## config.mk

```make
export PLATFORM = sky130hd
export DESIGN_NAME = fetch_queue
export DESIGN_NICKNAME = d
export VERILOG_FILES = /design/src/rtl/fetch_queue.sv
export SDC_FILE = /design/constraint.sdc
export NUM_CORES = 1
export LEC_CHECK = 0
export CORE_MARGIN = 2
export CORE_UTILIZATION = 35
export CTS_CLUSTER_SIZE = 28
export DETAILED_ROUTE_END_ITERATION = 10
export GPL_ROUTABILITY_DRIVEN = 0
export PLACE_DENSITY = 0.56
export SLEW_MARGIN = 10
export SYNTH_ARGS = -nofsm -noshare
export SYNTH_HDL_FRONTEND = slang
export SYNTH_SLANG_ARGS = --single-unit
export TNS_END_PERCENT = 100
```

## constraint.sdc

```tcl
create_clock -name i_clk -period 4.81 [get_ports i_clk]
set_clock_uncertainty 0.1 [all_clocks]
set_input_delay 0.962 -clock i_clk [delete_from_list [all_inputs] [get_ports i_clk]]
set_output_delay 0.962 -clock i_clk [all_outputs]
set_load 0.01 [all_outputs]
```

## src/rtl/fetch_queue.sv

```systemverilog
// Instruction fetch queue: issues word-aligned fetches under a credit limit, tracks in-flight
// addresses, buffers returned words in a FIFO toward decode and drops stale responses on redirect.
module fetch_queue #(
    parameter logic [31:0] RESET_ADDR = 32'h00000000,
    parameter int unsigned DEPTH      = 4
) (
    input  logic        i_clk,
    input  logic        i_rst,
    input  logic        i_redirect,
    input  logic [31:0] i_redirect_pc,
    output logic        o_imem_req,
    output logic [31:0] o_imem_raddr,
    input  logic        i_imem_ready,
    input  logic        i_imem_rvalid,
    input  logic [31:0] i_imem_rdata,
    output logic        o_inst_valid,
    output logic [31:0] o_inst,
    output logic [31:0] o_inst_pc,
    input  logic        i_inst_ready
);

    localparam int unsigned PtrW = $clog2(DEPTH);
    localparam int unsigned CntW = PtrW + 1;

    logic [31:0]     fetch_pc_q, fetch_pc_d;
    logic [CntW-1:0] cnt_q, cnt_d;
    logic [CntW-1:0] out_q, out_d;
    logic [CntW-1:0] drop_q, drop_d;
    logic [PtrW-1:0] q_head_q, q_head_d, q_tail_q, q_tail_d;
    logic [PtrW-1:0] f_head_q, f_head_d, f_tail_q, f_tail_d;

    logic [31:0] q_pc_q   [DEPTH];
    logic [31:0] q_inst_q [DEPTH];
    logic [31:0] f_pc_q   [DEPTH];

    logic credit_ok;
    logic accept;
    logic resp;
    logic keep;
    logic deq;

    always_comb begin
        // Queued entries plus in-flight requests never exceed DEPTH, so enqueue cannot overflow.
        credit_ok    = ({1'b0, cnt_q} + {1'b0, out_q}) < (CntW + 1)'(DEPTH);
        o_imem_req   = !i_rst && !i_redirect && credit_ok;
        o_imem_raddr = fetch_pc_q;
        accept       = o_imem_req && i_imem_ready;
        resp         = !i_rst && i_imem_rvalid && (out_q != '0);
        keep         = resp && (drop_q == '0) && !i_redirect;
        o_inst_valid = !i_rst && !i_redirect && (cnt_q != '0);
        o_inst       = q_inst_q[q_head_q];
        o_inst_pc    = q_pc_q[q_head_q];
        deq          = o_inst_valid && i_inst_ready;
    end

    always_comb begin
        fetch_pc_d = fetch_pc_q;
        cnt_d      = cnt_q;
        out_d      = out_q + CntW'(accept) - CntW'(resp);
        drop_d     = drop_q;
        q_head_d   = q_head_q;
        q_tail_d   = q_tail_q;
        f_head_d   = resp ? f_head_q + PtrW'(1) : f_head_q;
        f_tail_d   = accept ? f_tail_q + PtrW'(1) : f_tail_q;

        if (i_redirect) begin
            fetch_pc_d = {i_redirect_pc[31:2], 2'b00};
            cnt_d      = '0;
            q_head_d   = '0;
            q_tail_d   = '0;
            // Everything still in flight after this cycle belongs to the old stream.
            drop_d     = out_q - CntW'(resp);
        end else begin
            if (accept) begin
                fetch_pc_d = fetch_pc_q + 32'd4;
            end
            if (resp && (drop_q != '0)) begin
                drop_d = drop_q - CntW'(1);
            end
            cnt_d = cnt_q + CntW'(keep) - CntW'(deq);
            if (keep) begin
                q_tail_d = q_tail_q + PtrW'(1);
            end
            if (deq) begin
                q_head_d = q_head_q + PtrW'(1);
            end
        end
    end

    always_ff @(posedge i_clk) begin
        if (i_rst) begin
            fetch_pc_q <= RESET_ADDR;
            cnt_q      <= '0;
            out_q      <= '0;
            drop_q     <= '0;
            q_head_q   <= '0;
            q_tail_q   <= '0;
            f_head_q   <= '0;
            f_tail_q   <= '0;
        end else begin
            fetch_pc_q <= fetch_pc_d;
            cnt_q      <= cnt_d;
            out_q      <= out_d;
            drop_q     <= drop_d;
            q_head_q   <= q_head_d;
            q_tail_q   <= q_tail_d;
            f_head_q   <= f_head_d;
            f_tail_q   <= f_tail_d;
        end
    end

    // Storage arrays need no reset; the pointers and counts define what is valid.
    always_ff @(posedge i_clk) begin
        if (accept) begin
            f_pc_q[f_tail_q] <= fetch_pc_q;
        end
        if (keep) begin
            q_pc_q[q_tail_q]   <= f_pc_q[f_head_q];
            q_inst_q[q_tail_q] <= i_imem_rdata;
        end
    end

endmodule

```

==> results.toml, run 1 <==
[global_route]
grt_use_met2_pct = 24.25
grtUsageMet3_pct = 3.271
grt_overflow_total = 0
met1_usage_pct = 20.38
grt_busiest_layer = "met2"
grt_pass1_vias = 8872
antenna_found_initial = 0
grt_pass1_wl_um = 53700
grt.total_usage_pct = 15.04
grt_max_degree = 47

[sta]
hold_violations = 0
period_needed_ns = 4.063
rsz0062_at_grt = "false"
timing.final.crit_share_pct = 84.46
fmax_mhz = 246.2
setup_viol = 0
hold-worst-slack_ns = 0.3997
worstMarginPinSlew_ns = 0.8939
slew-limit-headroom_pct = 40.41
drv_slew = 0
fin_tns_setup_ns = 0

[synth]
synthFlopType = "edfxtp_1"
syn-mean-instance-area_sq_um = 19.03
yosysSeqAreaShare_pct = 74.35
syn_inst = 853
yosys-top-cells-area = "edfxtp_1, mux4_2, dfxtp_1"
yosys.area.top_type_share_pct = 68.06
synth_area_sq_um = 16240
synth.ff_latch_count = 419
synth_warnings = 0
synth_top_cell_by_area = "edfxtp_1"
yosysUniqueCellTypes = 56
async_flop_share_pct = 0
synth_edf_count = 368

[placed_design]
port_buffers = 161
hpwl_um = 21990

[route]
drtIter0Drc = 652
vias = 8509
drcViolationCount = 0
wl_per_cell_um = 21.16
drt-total-wl_um = 35540
drtAntennaViolNets = 0
via_per_inst = 5.068
first_pass_iters = 5

[clocking]
clk_pin_slew_worst_paths_ns = 0.06
cts_buffer_depth = 3
htreeDepth = 2
tritoncts = "yes"
cts_hold_buffers = 0
ctsResizeCount = 0
insertion_delay_ns = 0.56
post-cts-setup-buffers = 0
clock-sinks = 419
cts_buffers = 45
cts_root_buf = "clkbuf_16"

[critical_path]
critPathCaptureType = "output pin"
slowest_delay_ns = 0.69
crit_type = "primary input to output pin"
worstPathMaxFanout = 13
path_cells = "clkdlybuf4s50_1, inv_1, nand2_1, nor3b_1, clkdlybuf4s50_1"
critPathBufInv = 3
cp.required_ns = 3.75
critPathLaunchType = "primary input"
worst_ep_arrival_time_ns = 3.00
cp_top_family = "buffers and inverters"
worst_path_max_delay_cell = "clkdlybuf4s50_1"
crit_top_cell = "clkdlybuf4s50_1"

[pwr]
total_leakage_power_uw = 0.006339
comb_power_share_pct = 7.8
pwr-share-seq_pct = 52.3
powerDensity_nw_per_um2 = 397.1
vdd_drop_max_mv = 0.2126
p_sw_share_pct = 21.33
p_clk_share_pct = 39.9
intPower_uw = 6280
netSwitchingPower_uw = 1703

[die]
rows = 78
num_io_pins = 168
start_util_pct = 35.62
die_w_um = 219.4
dieArea_sq_um = 48130
die_y_um = 219.4
core-area_sq_um = 45580

[cells_and_area]
layout-drive-gt1-share_pct = 17.98
final_cell_mix = "edfxtp_1, clkdlybuf4s50_1, mux4_2"
final_common_cell = "edfxtp_1"
final_nets = 1141
antenna_cells = 0
syn_to_final_growth_pct = 23.81
fin_util_pct = 44.10

[run]
max-cap-violations = 0

[hold_path]
hp-class = "register to register"

[status]
status = "finished, final reports clean"
==> registers in the layout (all words and copies together) (netlist names), named ones only <==
| register | cells |
|---|---|
| q_head_q | 2 |
| cnt_q | 3 |
| out_q | 3 |
| f_head_q | 2 |
| q_inst_q | 128 |
| o_imem_raddr | 30 |
| f_tail_q | 2 |
| drop_q | 3 |
| f_pc_q | 120 |
| q_tail_q | 2 |
| q_pc_q | 120 |
==> through the flow <==
| stage | instance area, sq um | setup WS (ns) | std cells | power, uW |
|---|---|---|---|---|
| 2_1_floorplan | 16250 | 0.8441 | 856 | 4578 |
| 3_3_place_gp | 18760 | 0.5432 | 1603 | 4872 |
| 3_5_place_dp | 18760 | 0.5140 | 1603 | 4885 |
| 4_1_cts | 20100 | 0.6944 | 1679 | 8108 |
| 5_1_grt | 20100 | 0.5677 | 1679 | 8302 |
| 6_report | 20100 | 0.7474 | 1679 | 7983 |
==> cells in the mapped netlist (all sizes together), types with 5 or more instances <==
library cell  count
a21oi            21
a31oi            18
and2              9
and3              8
buf              19
clkbuf           22
dfxtp            51
edfxtp          368
ha               19
inv              21
mux4             92
nand2            37
nand3            18
nand4            11
nor2             40
nor3              6
nor4              6
o21ai            18
or3               5
xnor2            11
==> cells by family (layout without fill, tap and decap cells) <==
kind of cell	Yosys count	after routing	share of synthesized area (%)
DFF	419	419	74.35
and+or+nand+nor	157	157	5.117
muxes	98	98	13.16
AOI/OAI and AO/OA	80	80	3.098
buffers and inverters	63	286	1.788
adders and majority gates	21	21	1.711
xor gates and xnor gates	14	14	0.7553
other	1	4	0.02310
==> final cells by class <==
class | count | area (sq um)
multi-input cells | 374 | 3895
inverters | 22 | 82.58
repair buffers | 188 | 1952
clock inverters | 17 | 150.1
flip-flops and latches | 419 | 12080
fillers | 3993 | 25480
clock buffers | 59 | 1189
well taps | 600 | 750.7
==> tightest hold or removal path, delay by kind of cell, from the launching register on <==
family / cells / cell delay, ns
flip-flops: 1 / 0.33
AND/OR/NAND/NOR: 1 / 0.06
AO/OA/AOI/OAI: 1 / 0.05
==> final timing paths <==
check	startpoint	slack [ns]	endpoint	depth (start not counted)
hold reg to reg	f_tail_q[1]	0.40	f_tail_q[1]	2
hold / removal	f_tail_q[1]	0.40	f_tail_q[1]	2
setup reg to reg	out_q[2]	1.67	out_q[2]	12
setup / recovery	i_rst	0.75	o_imem_req	5
==> per-layer routing <==
layer  vias to the layer above  wire, um
met5                         -         0
met4                         0       850
met3                        53      2122
met2                       269     17030
met1                      4342     15530
li1                       3845         -
==> power by group through the flow <==
stage               sequential [uW]  combinational (uW)  clock (uW)
finish                         4170                 620        3190
detailed placement             4250                 633           0
floorplan                      4210                 364           0
global route                   4190                 683        3430
global placement               4250                 624           0
CTS                            4180                 635        3300
Note: power is estimated with default switching activity, not from simulation.
==> run 2: changes to the inputs <==
- clock period: 4.81 -> 3.75 ns (I/O delays scaled with it)
==> run 2 against run 1 <==
Effect of this change:
- largest cell class unchanged
- register-to-register slack worse by 0.73 ns
- worst hold slack better by 0.0022 ns
- sequential power up 29%
- critical path type is now register to output pin
==> results.toml, run 2 (synthesis gave the netlist of run 1 again) <==
[sta]
hold-worst-slack_ns = 0.4019
timing.final.crit_share_pct = 91.83
worstMarginPinSlew_ns = 1.140
fmax_mhz = 290.4
fin_tns_setup_ns = 0
period_needed_ns = 3.444
hold_violations = 0
rsz0062_at_grt = "false"
slew-limit-headroom_pct = 24.01
setup_slack_ns = 0.3064
setup_viol = 0
drv_slew = 0

[die]
die_w_um = 219.4
rows = 78
num_io_pins = 168
core-area_sq_um = 45580
dieArea_sq_um = 48130
die_y_um = 219.4
start_util_pct = 35.62

[clocking]
cts_buffer_depth = 3
ctsResizeCount = 0
cts_hold_buffers = 0
post-cts-setup-buffers = 0
tritoncts = "yes"
insertion_delay_ns = 0.55
cts_buffers = 44
clk_pin_slew_worst_paths_ns = 0.06
cts_root_buf = "clkbuf_16"
htreeDepth = 2
clock-sinks = 419

[cells_and_area]
final_common_cell = "edfxtp_1"
syn_to_final_growth_pct = 24.78
biggestRegsByFlops = "q_inst_q (128), f_pc_q (120), q_pc_q (120)"
largest_reg_flops = 128
layout-drive-gt1-share_pct = 19.12
multi_input_area_sq_um = 3895
regMostFlops = "q_inst_q"
seqCellArea_sq_um = 12080
fill_cells = 3946
fin_cells = 1693
final_cell_mix = "edfxtp_1, clkdlybuf4s50_1, mux4_2"
antenna_cells = 0
final_nets = 1154

[critical_path]
critPathBufInv = 2
path_cells = "buf_12, mux4_2, clkdlybuf4s50_1"
crit_type = "register to output pin"
worstPathMaxFanout = 20
worst_ep_arrival_time_ns = 2.59
cp.required_ns = 2.90
slowest_delay_ns = 0.64
critPathLaunchType = "register"
worst_path_max_delay_cell = "dfxtp_4"
cp_top_family = "buffers and inverters"
critPathCaptureType = "output pin"

[pwr]
total_power_uw = 10340
p_clk_share_pct = 40.3
pwr-share-seq_pct = 51.8
vdd_drop_max_mv = 0.2742
comb_power_share_pct = 7.9
netSwitchingPower_uw = 2230
powerDensity_nw_per_um2 = 510.2
intPower_uw = 8105
total_leakage_power_uw = 0.006426
p_sw_share_pct = 21.58

[route]
vias = 8512
drtIter0Drc = 507
drt-total-wl_um = 35480
via_per_inst = 5.028
drtAntennaViolNets = 0
drcViolationCount = 0
first_pass_iters = 5
wl_per_cell_um = 20.96

[hold_path]
hp-class = "register to register"

[global_route]
grt_overflow_total = 0
grt.total_usage_pct = 14.94
grt_pass1_wl_um = 53880
grt_pass1_vias = 8783
grt_max_degree = 34
antenna_found_initial = 0

[status]
status = "finished, final reports clean"

[placed_design]
hpwl_um = 22840
dp_cells = 1617
port_buffers = 161
place_ws_ns = 0.4234

[run]
max-cap-violations = 0
==> run 2: final timing paths <==
check	start	to	slack (ns)	cells after the start
worst max-delay path	register	o_inst_pc[3]	0.31	3
worst min-delay path	f_tail_q[1]	f_tail_q[1]	0.40	2
worst max register to register	out_q[2]	out_q[2]	0.94	12
worst min register to register	f_tail_q[1]	f_tail_q[1]	0.40	2
==> run 2: stage by stage <==
step                      instance area (sq um)  utilization, %
final                                     20260           44.45
after global routing                      20260           44.45
after CTS                                 20260           44.45
after detailed placement                  18890           41.45
after global placement                    18890           41.45
after floorplan                           16250               -
==> run 2: worst register-to-register path: stages (launching register included) <==
cell      delay (ns)
dfxtp_1         0.41
ha_1            0.27
a311oi_2        0.24
buf_4           0.23
and2_4          0.16
inv_1           0.05
ha_1            0.27
inv_1           0.04
ha_1            0.18
fa_1            0.39
xnor2_1         0.20
xnor2_1         0.13
nor2_1          0.05
==> run 2: cell type report <==
type                    count  share of cell area (%)
well taps                 600                   3.706
inverters                  22                  0.4076
flip-flops and latches    419                   59.64
repair buffers            202                   10.28
multi-input cells         374                   19.23
clock buffers              52                   5.688
clock inverters            24                   1.056
==> run 2: power groups by stage <==
stage / combinational, uW / clock, uW / sequential [uW]
6_report: 811 / 4170 / 5360
5_1_grt: 892 / 4460 / 5370
4_1_cts: 833 / 4290 / 5360
3_5_place_dp: 828 / 0 / 5460
3_3_place_gp: 821 / 0 / 5450
2_1_floorplan: 467 / 0 / 5400
==> run 2: metal layers <==
| metal | part of all wire (%) | GRT usage [%] | up-vias | wire length (um) |
|---|---|---|---|---|
| li1 | - | - | 3853 | - |
| met1 | 45 | 21.16 | 4379 | 16140 |
| met2 | 47 | 23.64 | 228 | 16720 |
| met3 | 5.6 | 2.897 | 52 | 1983 |
| met4 | 1.8 | 3.964 | 0 | 633 |
| met5 | 0 | 0 | - | 0 |
